`src/rtl/gl_frac_pkg.sv`:
```
`default_nettype none
// ============================================================================
// Package  : gl_frac_pkg
// Purpose  : Shared types and helpers for the Grunwald-Letnikov derivative.
// Revision : 1.0  initial release
// ============================================================================
package gl_frac_pkg;

    localparam int MAX_W      = 128;
    localparam int FRAC_W_DEF = 24;
    localparam logic [63:0] ONE_Q = 64'd1 << FRAC_W_DEF;

    typedef enum logic [1:0] {
        IDLE  = 2'd0,
        MAC   = 2'd1,
        SCALE = 2'd2
    } state_t;

    function automatic int acc_w(input int data_w, input int aw);
        return 2 * data_w + aw;
    endfunction

    // Returns 2'b01 when v overflows data_w positively, 2'b10 negatively.
    function automatic logic [1:0] saturate(input logic signed [MAX_W-1:0] v,
                                            input int data_w);
        logic signed [MAX_W-1:0] hi;
        logic signed [MAX_W-1:0] lo;
        hi = $signed((MAX_W'(1) << (data_w - 1)) - MAX_W'(1));
        lo = ~hi;
        if (v > hi)      return 2'b01;
        else if (v < lo) return 2'b10;
        else             return 2'b00;
    endfunction

endpackage
`default_nettype wire

```
`src/rtl/gl_hist_ram.sv`:
```
`default_nettype none
// ============================================================================
// Module   : gl_hist_ram
// Purpose  : Circular sample history with fill count; tap k reads x(n-k).
// Revision : 1.0  initial release
// ============================================================================
module gl_hist_ram #(
    parameter int DATA_W = 32,
    parameter int DEPTH  = 16,
    localparam int AW    = $clog2(DEPTH),
    localparam int FW    = $clog2(DEPTH + 1)
) (
    input  logic              clk_100HZ,
    input  logic              Rst_n,
    input  logic              i_clr,
    input  logic              i_we,
    input  logic [DATA_W-1:0] i_wdata,
    input  logic [AW-1:0]     i_rd_k,
    output logic [DATA_W-1:0] o_rd_data,
    output logic [FW-1:0]     o_fill
);

    logic [DATA_W-1:0] r_mem [DEPTH];
    logic [AW-1:0]     r_wptr;
    logic [FW-1:0]     r_fill;
    logic [AW:0]       w_idx_raw;
    logic [AW-1:0]     w_idx;

    always_ff @(posedge clk_100HZ or negedge Rst_n) begin
        if (!Rst_n) begin
            for (int i = 0; i < DEPTH; i++) r_mem[i] <= '0;
            r_wptr <= '0;
            r_fill <= '0;
        end else if (i_clr) begin
            r_wptr <= '0;
            r_fill <= '0;
        end else if (i_we) begin
            r_mem[r_wptr] <= i_wdata;
            r_wptr        <= (r_wptr == AW'(DEPTH - 1)) ? '0 : r_wptr + 1'b1;
            if (r_fill != FW'(DEPTH)) r_fill <= r_fill + 1'b1;
        end
    end

    // Pointer already advanced past the newest sample: (wptr-1-k) mod DEPTH.
    always_comb begin
        w_idx_raw = {1'b0, r_wptr} + (AW+1)'(DEPTH - 1) - {1'b0, i_rd_k};
        w_idx     = AW'((w_idx_raw >= (AW+1)'(DEPTH)) ? w_idx_raw - (AW+1)'(DEPTH)
                                                       : w_idx_raw);
    end

    assign o_rd_data = r_mem[w_idx];
    assign o_fill    = r_fill;

endmodule
`default_nettype wire

```
`src/rtl/gl_frac_deriv.sv`:
```
`default_nettype none
// ============================================================================
// Module   : gl_frac_deriv
// Purpose  : Grunwald-Letnikov fractional derivative, one MAC per clock.
// Revision : 1.0  initial release
// ============================================================================
module gl_frac_deriv
    import gl_frac_pkg::*;
#(
    parameter int DATA_W = 32,
    parameter int FRAC_W = 24,
    parameter int DEPTH  = 16,
    parameter logic signed [DATA_W-1:0] H_INV_A = DATA_W'(64'd100 << FRAC_W),
    localparam int AW    = $clog2(DEPTH)
) (
    input  logic              clk_100HZ,
    input  logic              Rst_n,
    input  logic [DATA_W-1:0] Signal_i,
    input  logic              Valid_i,
    output logic              Ready_o,
    input  logic              Clear_i,
    input  logic              Coef_we_i,
    input  logic [AW-1:0]     Coef_addr_i,
    input  logic [DATA_W-1:0] Coef_data_i,
    output logic              Coef_err_o,
    output logic [DATA_W-1:0] Output_o,
    output logic              Out_valid_o,
    output logic              OutInd_o,
    output logic              Sat_o
);

    localparam int FW    = $clog2(DEPTH + 1);
    localparam int ACC_W = acc_w(DATA_W, AW);
    localparam int SW    = ACC_W + DATA_W;

    localparam logic signed [DATA_W-1:0] c_one_q    = DATA_W'(1) << FRAC_W;
    localparam logic signed [DATA_W-1:0] c_max      = {1'b0, {(DATA_W-1){1'b1}}};
    localparam logic signed [DATA_W-1:0] c_min      = {1'b1, {(DATA_W-1){1'b0}}};
    localparam logic signed [ACC_W-1:0]  c_half_acc = ACC_W'(1) << (FRAC_W - 1);
    localparam logic signed [SW-1:0]     c_half_sw  = SW'(1) << (FRAC_W - 1);
    localparam logic signed [SW-1:0]     c_h_ext    = SW'(H_INV_A);

    state_t                     r_state, w_state_nxt;
    logic signed [DATA_W-1:0]   r_coef [DEPTH];
    logic [AW-1:0]              r_k;
    logic signed [ACC_W-1:0]    r_acc;
    logic [DATA_W-1:0]          r_out;
    logic                       r_out_valid, r_out_ind, r_sat, r_coef_err, r_clr_pend;

    logic                       w_accept, w_hist_clr, w_mac_last;
    logic signed [DATA_W-1:0]   w_tap;
    logic [FW-1:0]              w_fill;
    logic signed [2*DATA_W-1:0] w_prod;
    logic signed [ACC_W-1:0]    w_term, w_r;
    logic signed [SW-1:0]       w_r_ext, w_scaled;
    logic [1:0]                 w_sat_code;
    logic signed [DATA_W-1:0]   w_y;

    // A clear in IDLE wins over a simultaneous accept; a clear raised while
    // busy is held and applied as the result retires.
    assign w_accept   = (r_state == IDLE) && Valid_i && !Clear_i;
    assign w_hist_clr = ((r_state == IDLE) && Clear_i) ||
                        ((r_state == SCALE) && (r_clr_pend || Clear_i));
    assign w_mac_last = (r_k == AW'(DEPTH - 1));

    gl_hist_ram #(
        .DATA_W (DATA_W),
        .DEPTH  (DEPTH)
    ) u_hist (
        .clk_100HZ (clk_100HZ),
        .Rst_n     (Rst_n),
        .i_clr     (w_hist_clr),
        .i_we      (w_accept),
        .i_wdata   (Signal_i),
        .i_rd_k    (r_k),
        .o_rd_data (w_tap),
        .o_fill    (w_fill)
    );

    always_ff @(posedge clk_100HZ or negedge Rst_n) begin
        if (!Rst_n) r_state <= IDLE;
        else        r_state <= w_state_nxt;
    end

    always_comb begin
        w_state_nxt = r_state;
        case (r_state)
            IDLE:    if (w_accept) w_state_nxt = MAC;
            MAC:     if (w_mac_last) w_state_nxt = SCALE;
            SCALE:   w_state_nxt = IDLE;
            default: w_state_nxt = IDLE;
        endcase
    end

    always_comb begin
        w_prod = r_coef[r_k] * w_tap;
        w_term = '0;
        if (FW'(r_k) < w_fill) w_term = ACC_W'(w_prod);
        w_r        = (r_acc + c_half_acc) >>> FRAC_W;
        w_r_ext    = SW'(w_r);
        w_scaled   = (w_r_ext * c_h_ext + c_half_sw) >>> FRAC_W;
        w_sat_code = saturate(MAX_W'(w_scaled), DATA_W);
        case (w_sat_code)
            2'b01:   w_y = c_max;
            2'b10:   w_y = c_min;
            default: w_y = w_scaled[DATA_W-1:0];
        endcase
    end

    always_ff @(posedge clk_100HZ or negedge Rst_n) begin
        if (!Rst_n) begin
            for (int i = 0; i < DEPTH; i++) r_coef[i] <= '0;
            r_coef[0]   <= c_one_q;
            r_k         <= '0;
            r_acc       <= '0;
            r_out       <= '0;
            r_out_valid <= 1'b0;
            r_out_ind   <= 1'b0;
            r_sat       <= 1'b0;
            r_coef_err  <= 1'b0;
            r_clr_pend  <= 1'b0;
        end else begin
            r_out_valid <= 1'b0;
            r_coef_err  <= Coef_we_i && (r_state != IDLE);
            if (Coef_we_i && (r_state == IDLE)) r_coef[Coef_addr_i] <= Coef_data_i;
            if (r_state == SCALE)                    r_clr_pend <= 1'b0;
            else if ((r_state != IDLE) && Clear_i)   r_clr_pend <= 1'b1;
            case (r_state)
                IDLE: if (w_accept) begin
                    r_acc <= '0;
                    r_k   <= '0;
                end
                MAC: begin
                    r_acc <= r_acc + w_term;
                    r_k   <= r_k + 1'b1;
                end
                SCALE: begin
                    r_out       <= w_y;
                    r_sat       <= (w_sat_code != 2'b00);
                    r_out_valid <= 1'b1;
                    r_out_ind   <= ~r_out_ind;
                end
                default: ;
            endcase
        end
    end

    assign Ready_o     = (r_state == IDLE);
    assign Coef_err_o  = r_coef_err;
    assign Output_o    = r_out;
    assign Out_valid_o = r_out_valid;
    assign OutInd_o    = r_out_ind;
    assign Sat_o       = r_sat;

endmodule
`default_nettype wire

```
`config.mk`:
```
export PLATFORM = sky130hd
export DESIGN_NAME = gl_frac_deriv
export DESIGN_NICKNAME = d
export VERILOG_FILES = /design/src/rtl/gl_frac_pkg.sv /design/src/rtl/gl_hist_ram.sv /design/src/rtl/gl_frac_deriv.sv
export SDC_FILE = /design/constraint.sdc
export NUM_CORES = 2
export LEC_CHECK = 0
export ABC_AREA = 1
export CAP_MARGIN = 20
export CORE_AREA = 2 2 495 497
export DETAILED_ROUTE_END_ITERATION = 10
export DIE_AREA = 0 0 497 499
export HOLD_SLACK_MARGIN = 0.03
export PLACE_DENSITY = 0.58
export SLEW_MARGIN = 10
export SYNTH_ARGS = -nofsm -noshare
export SYNTH_HDL_FRONTEND = slang
export SYNTH_SLANG_ARGS = --single-unit
```
`constraint.sdc`:
```
create_clock -name clk_100HZ -period 12.35 [get_ports clk_100HZ]
set_input_delay 2.47 -clock clk_100HZ [delete_from_list [all_inputs] [get_ports clk_100HZ]]
set_output_delay 2.47 -clock clk_100HZ [all_outputs]
set_load 0.03 [all_outputs]
```
==> impl_metrics.csv <==
group,metric,value,unit
status,status,"finished clean",
timing,hold-worst-slack,0.467,ns
final_layout,fillers,23900,
routing,vias_per_cell,5.38,
global_route,grtUsageTotal,25.4,%
final_layout,multiInputGateArea,59600,um^2
die,coreArea,243000,um^2
logic_synthesis,ys_ff_latch,1143,
logic_synthesis,yosysSeqAreaShare,29.6,%
die,fp.dieH,499,um
routing,drt-total-wl,314000,um
logic_synthesis,synth_flop_cell,"dfrtp_1",
cts,cts_tree,"built",
global_route,gr-total-overflow,0,
worst_setup_path,crit_top_cell,"nand2_1",
worst_setup_path,cpPeakStageDelay,0.69,ns
logic_synthesis,syn_area,96800,um^2
worst_setup_path,cp.required,13.00,ns
die,start_util,39.9,%
logic_synthesis,async_flop_share,100,%
die,dieArea,248000,um^2
logic_synthesis,yosys-top-cells-area,"dfrtp_1 30%, fa_1 23%, nand2_1 11%",
worst_hold_path,holdCritPathClass,"flip-flop to flip-flop",
final_layout,seq_area,28600,um^2
global_route,grt_pass1_wl,492000,um
routing,remaining_drc_errors,0,
cts,cts_root_buf,"clkbuf_16",
final_layout,drive_above_1_share,5.80,%
global_route,grt_max_degree,215,
logic_synthesis,syn-mean-instance-area,8.25,um^2
routing,drtIter0Drc,7417,
routing,ant_nets,0,
logic_synthesis,syn_nets,13300,
timing,final_max_slew_viol_count,0,
die,pin_count,110,
worst_setup_path,worstPathMaxFanout,36,
worst_setup_path,critPathKind,"flip-flop to flip-flop",
cts,path_clk_slew,0.06,ns
cts,cts_buffers,130,
run,drv_cap,0,
worst_setup_path,worst-r2r-setup-slack,0.51,ns
global_route,antenna_found_initial,4,
timing,slew_headroom,27.2,%
worst_setup_path,endpoint_kind,"flip-flop",
worst_setup_path,worstPathArrival,12.49,ns
timing,tightest_slew,1.08,ns
logic_synthesis,yosysUniqueCellTypes,65,
die,die_w,497,um
routing,wire_per_inst,21.0,um
final_layout,fin_nets,13200,
timing,period_needed,11.84,ns
logic_synthesis,synth_top_area_share,29.5,%
logic_synthesis,yosysWarnings,0,
timing,hold_viol_final,0,
routing,vias,80300,
timing,fin_setup_tns,0,ns
cts,clock_latency,0.82,ns
timing,finalSetupViolations,0,
cts,cts_max_path_buffers,3,
logic_synthesis,synthCells,11700,
place,port_buffers,109,
timing,fin_crit_sh,95.9,%
place,gp_congestion,0.969,
logic_synthesis,yosys.area.top_type,"dfrtp_1",
routing,drt_pass1_iterations,8,
worst_setup_path,critical-path-slowest-cell,"fa_2",
final_layout,area_growth,10.6,%
cts,cts_max_level,4,
timing,fin_skew,0.0595,ns
place,hpwl,224000,um
worst_setup_path,start_kind,"flip-flop",
timing,clock.fmax,0.0845,GHz
global_route,grt_pass1_vias,82000,
logic_synthesis,synth_edf_count,0,
die,std_cell_rows,181,
cts,clock_sinks,1143,
## cell type report
| cell class | instances | share of cell area [%] |
|---|---|---|
| Multi-Input combinational cell | 8269 | 55.6 |
| Clock buffer | 200 | 3.66 |
| Sequential cell | 1143 | 26.7 |
| Inverter | 1664 | 5.89 |
| Timing Repair Buffer | 406 | 3.75 |
| Antenna cell | 4 | 0.00935 |
| Clock inverter | 33 | 0.580 |
| Tap cell | 3202 | 3.74 |
## cell usage in the layout (no fill, tap or decap), types with 44 or more instances in the layout
cell,synthesis,routed
clkbuf_16,0,135
fa_1,1126,1122
ha_1,394,391
o21ai_0,1420,1411
buf_12,2,44
a221oi_1,90,89
inv_1,1635,1626
nor2_1,876,872
nand3_1,298,292
xor2_1,95,94
a21oi_1,631,626
nand2_1,2741,2717
clkdlybuf4s50_1,0,108
dfrtp_1,1142,1138
buf_4,3,237
mux2i_1,128,128
## logic make-up after synthesis
family | count (synthesis) | share of synthesized area, %
AO/OA/AOI/OAI | 2384 | 13.3
multiplexers | 128 | 1.32
XOR/XNOR | 124 | 1.14
AND/OR/NAND/NOR | 4113 | 17.1
buffers and inverters | 2315 | 9.23
adder cells (fa/ha/maj) | 1520 | 28.4
flip-flops | 1143 | 29.6
## synthesized netlist by cell type, drive strengths merged, types with 2 or more instances
master and n:
nand4 31, o22ai 11, a221oi 90, nor3 40, a31oi 41, a311o 26
or3 24, or2 13, o21bai 24, nor4 21, clkinv 14, o21a 39
xnor2 28, clkbuf 442, a22o 2, fa 1126, a21o 25, nand3 333
nand3b 6, ha 394, o221ai 10, o21ai 1430, o211ai 22, a211o 4
xor2 96, buf 209, a21oi 631, o2111ai 2, mux2i 128, o31ai 3
nand2 2748, and3 7, dfrtp 1142, a21boi 16, inv 1650, a32o 5
nor2 883, and2 2, nor3b 3
## flip-flops by register name, summed over array words and instances, names as in the netlist
name,flops
u_hist.r_wptr,4
r_coef,512
r_acc,68
Sat_o,1
u_hist.r_mem,512
r_clr_pend,1
OutInd_o,1
Output_o,31
Coef_err_o,1
u_hist.o_fill,5
r_state,2
Out_valid_o,1
r_k,4
## path summary, 6_finish.rpt
path,cells past startpoint,end,start
max,51,r_acc[67],r_k[0]
max reg2reg,51,r_acc[67],r_k[0]
min reg2reg,1,OutInd_o,OutInd_o
min in group asynchronous,1,r_coef[12],Rst_n
max in group asynchronous,3,Output_o[29],Rst_n
min,1,OutInd_o,OutInd_o
## repair_timing
| item | CTS | global route |
|---|---|---|
| endpoints found under the setup margin | 0 | 27 |
| resized for setup | 0 | 78 |
| hold buffers | 0 | 0 |
| buffers inserted | 0 | 12 |
## critical path, delay by kind of cell (launching register included)
kind,cells,cell delay [ns]
DFF,1,0.53
AOI/OAI and AO/OA,5,1.22
buffers and inverters,13,1.94
adders and majority gates,12,5.56
xor gates and xnor gates,1,0.21
and+or+nand+nor,20,2.18
## metrics by stage
stage                     area, um^2  setup WS (ns)  std cells  utilization, %
after floorplan                96800          0.466      11700               -
after global placement        102000          0.143      14700            42.1
after detailed placement      102000          0.126      14700            42.1
after CTS                     107000         0.0451      14900            43.9
after global routing          107000      -0.000380      14900            44.1
final                         107000          0.509      14900            44.1
## layer usage
metal	vias up	share of wire [%]	track usage [%]
met1	40100	44	35.3
met3	510	7.2	3.90
met2	2917	46	40.8
li1	36800	-	-
met4	0	3.5	8.33
met5	-	0	0
Power is not shown: default switching activity piles up to over one toggle a cycle in this logic, so the estimate is an artifact.
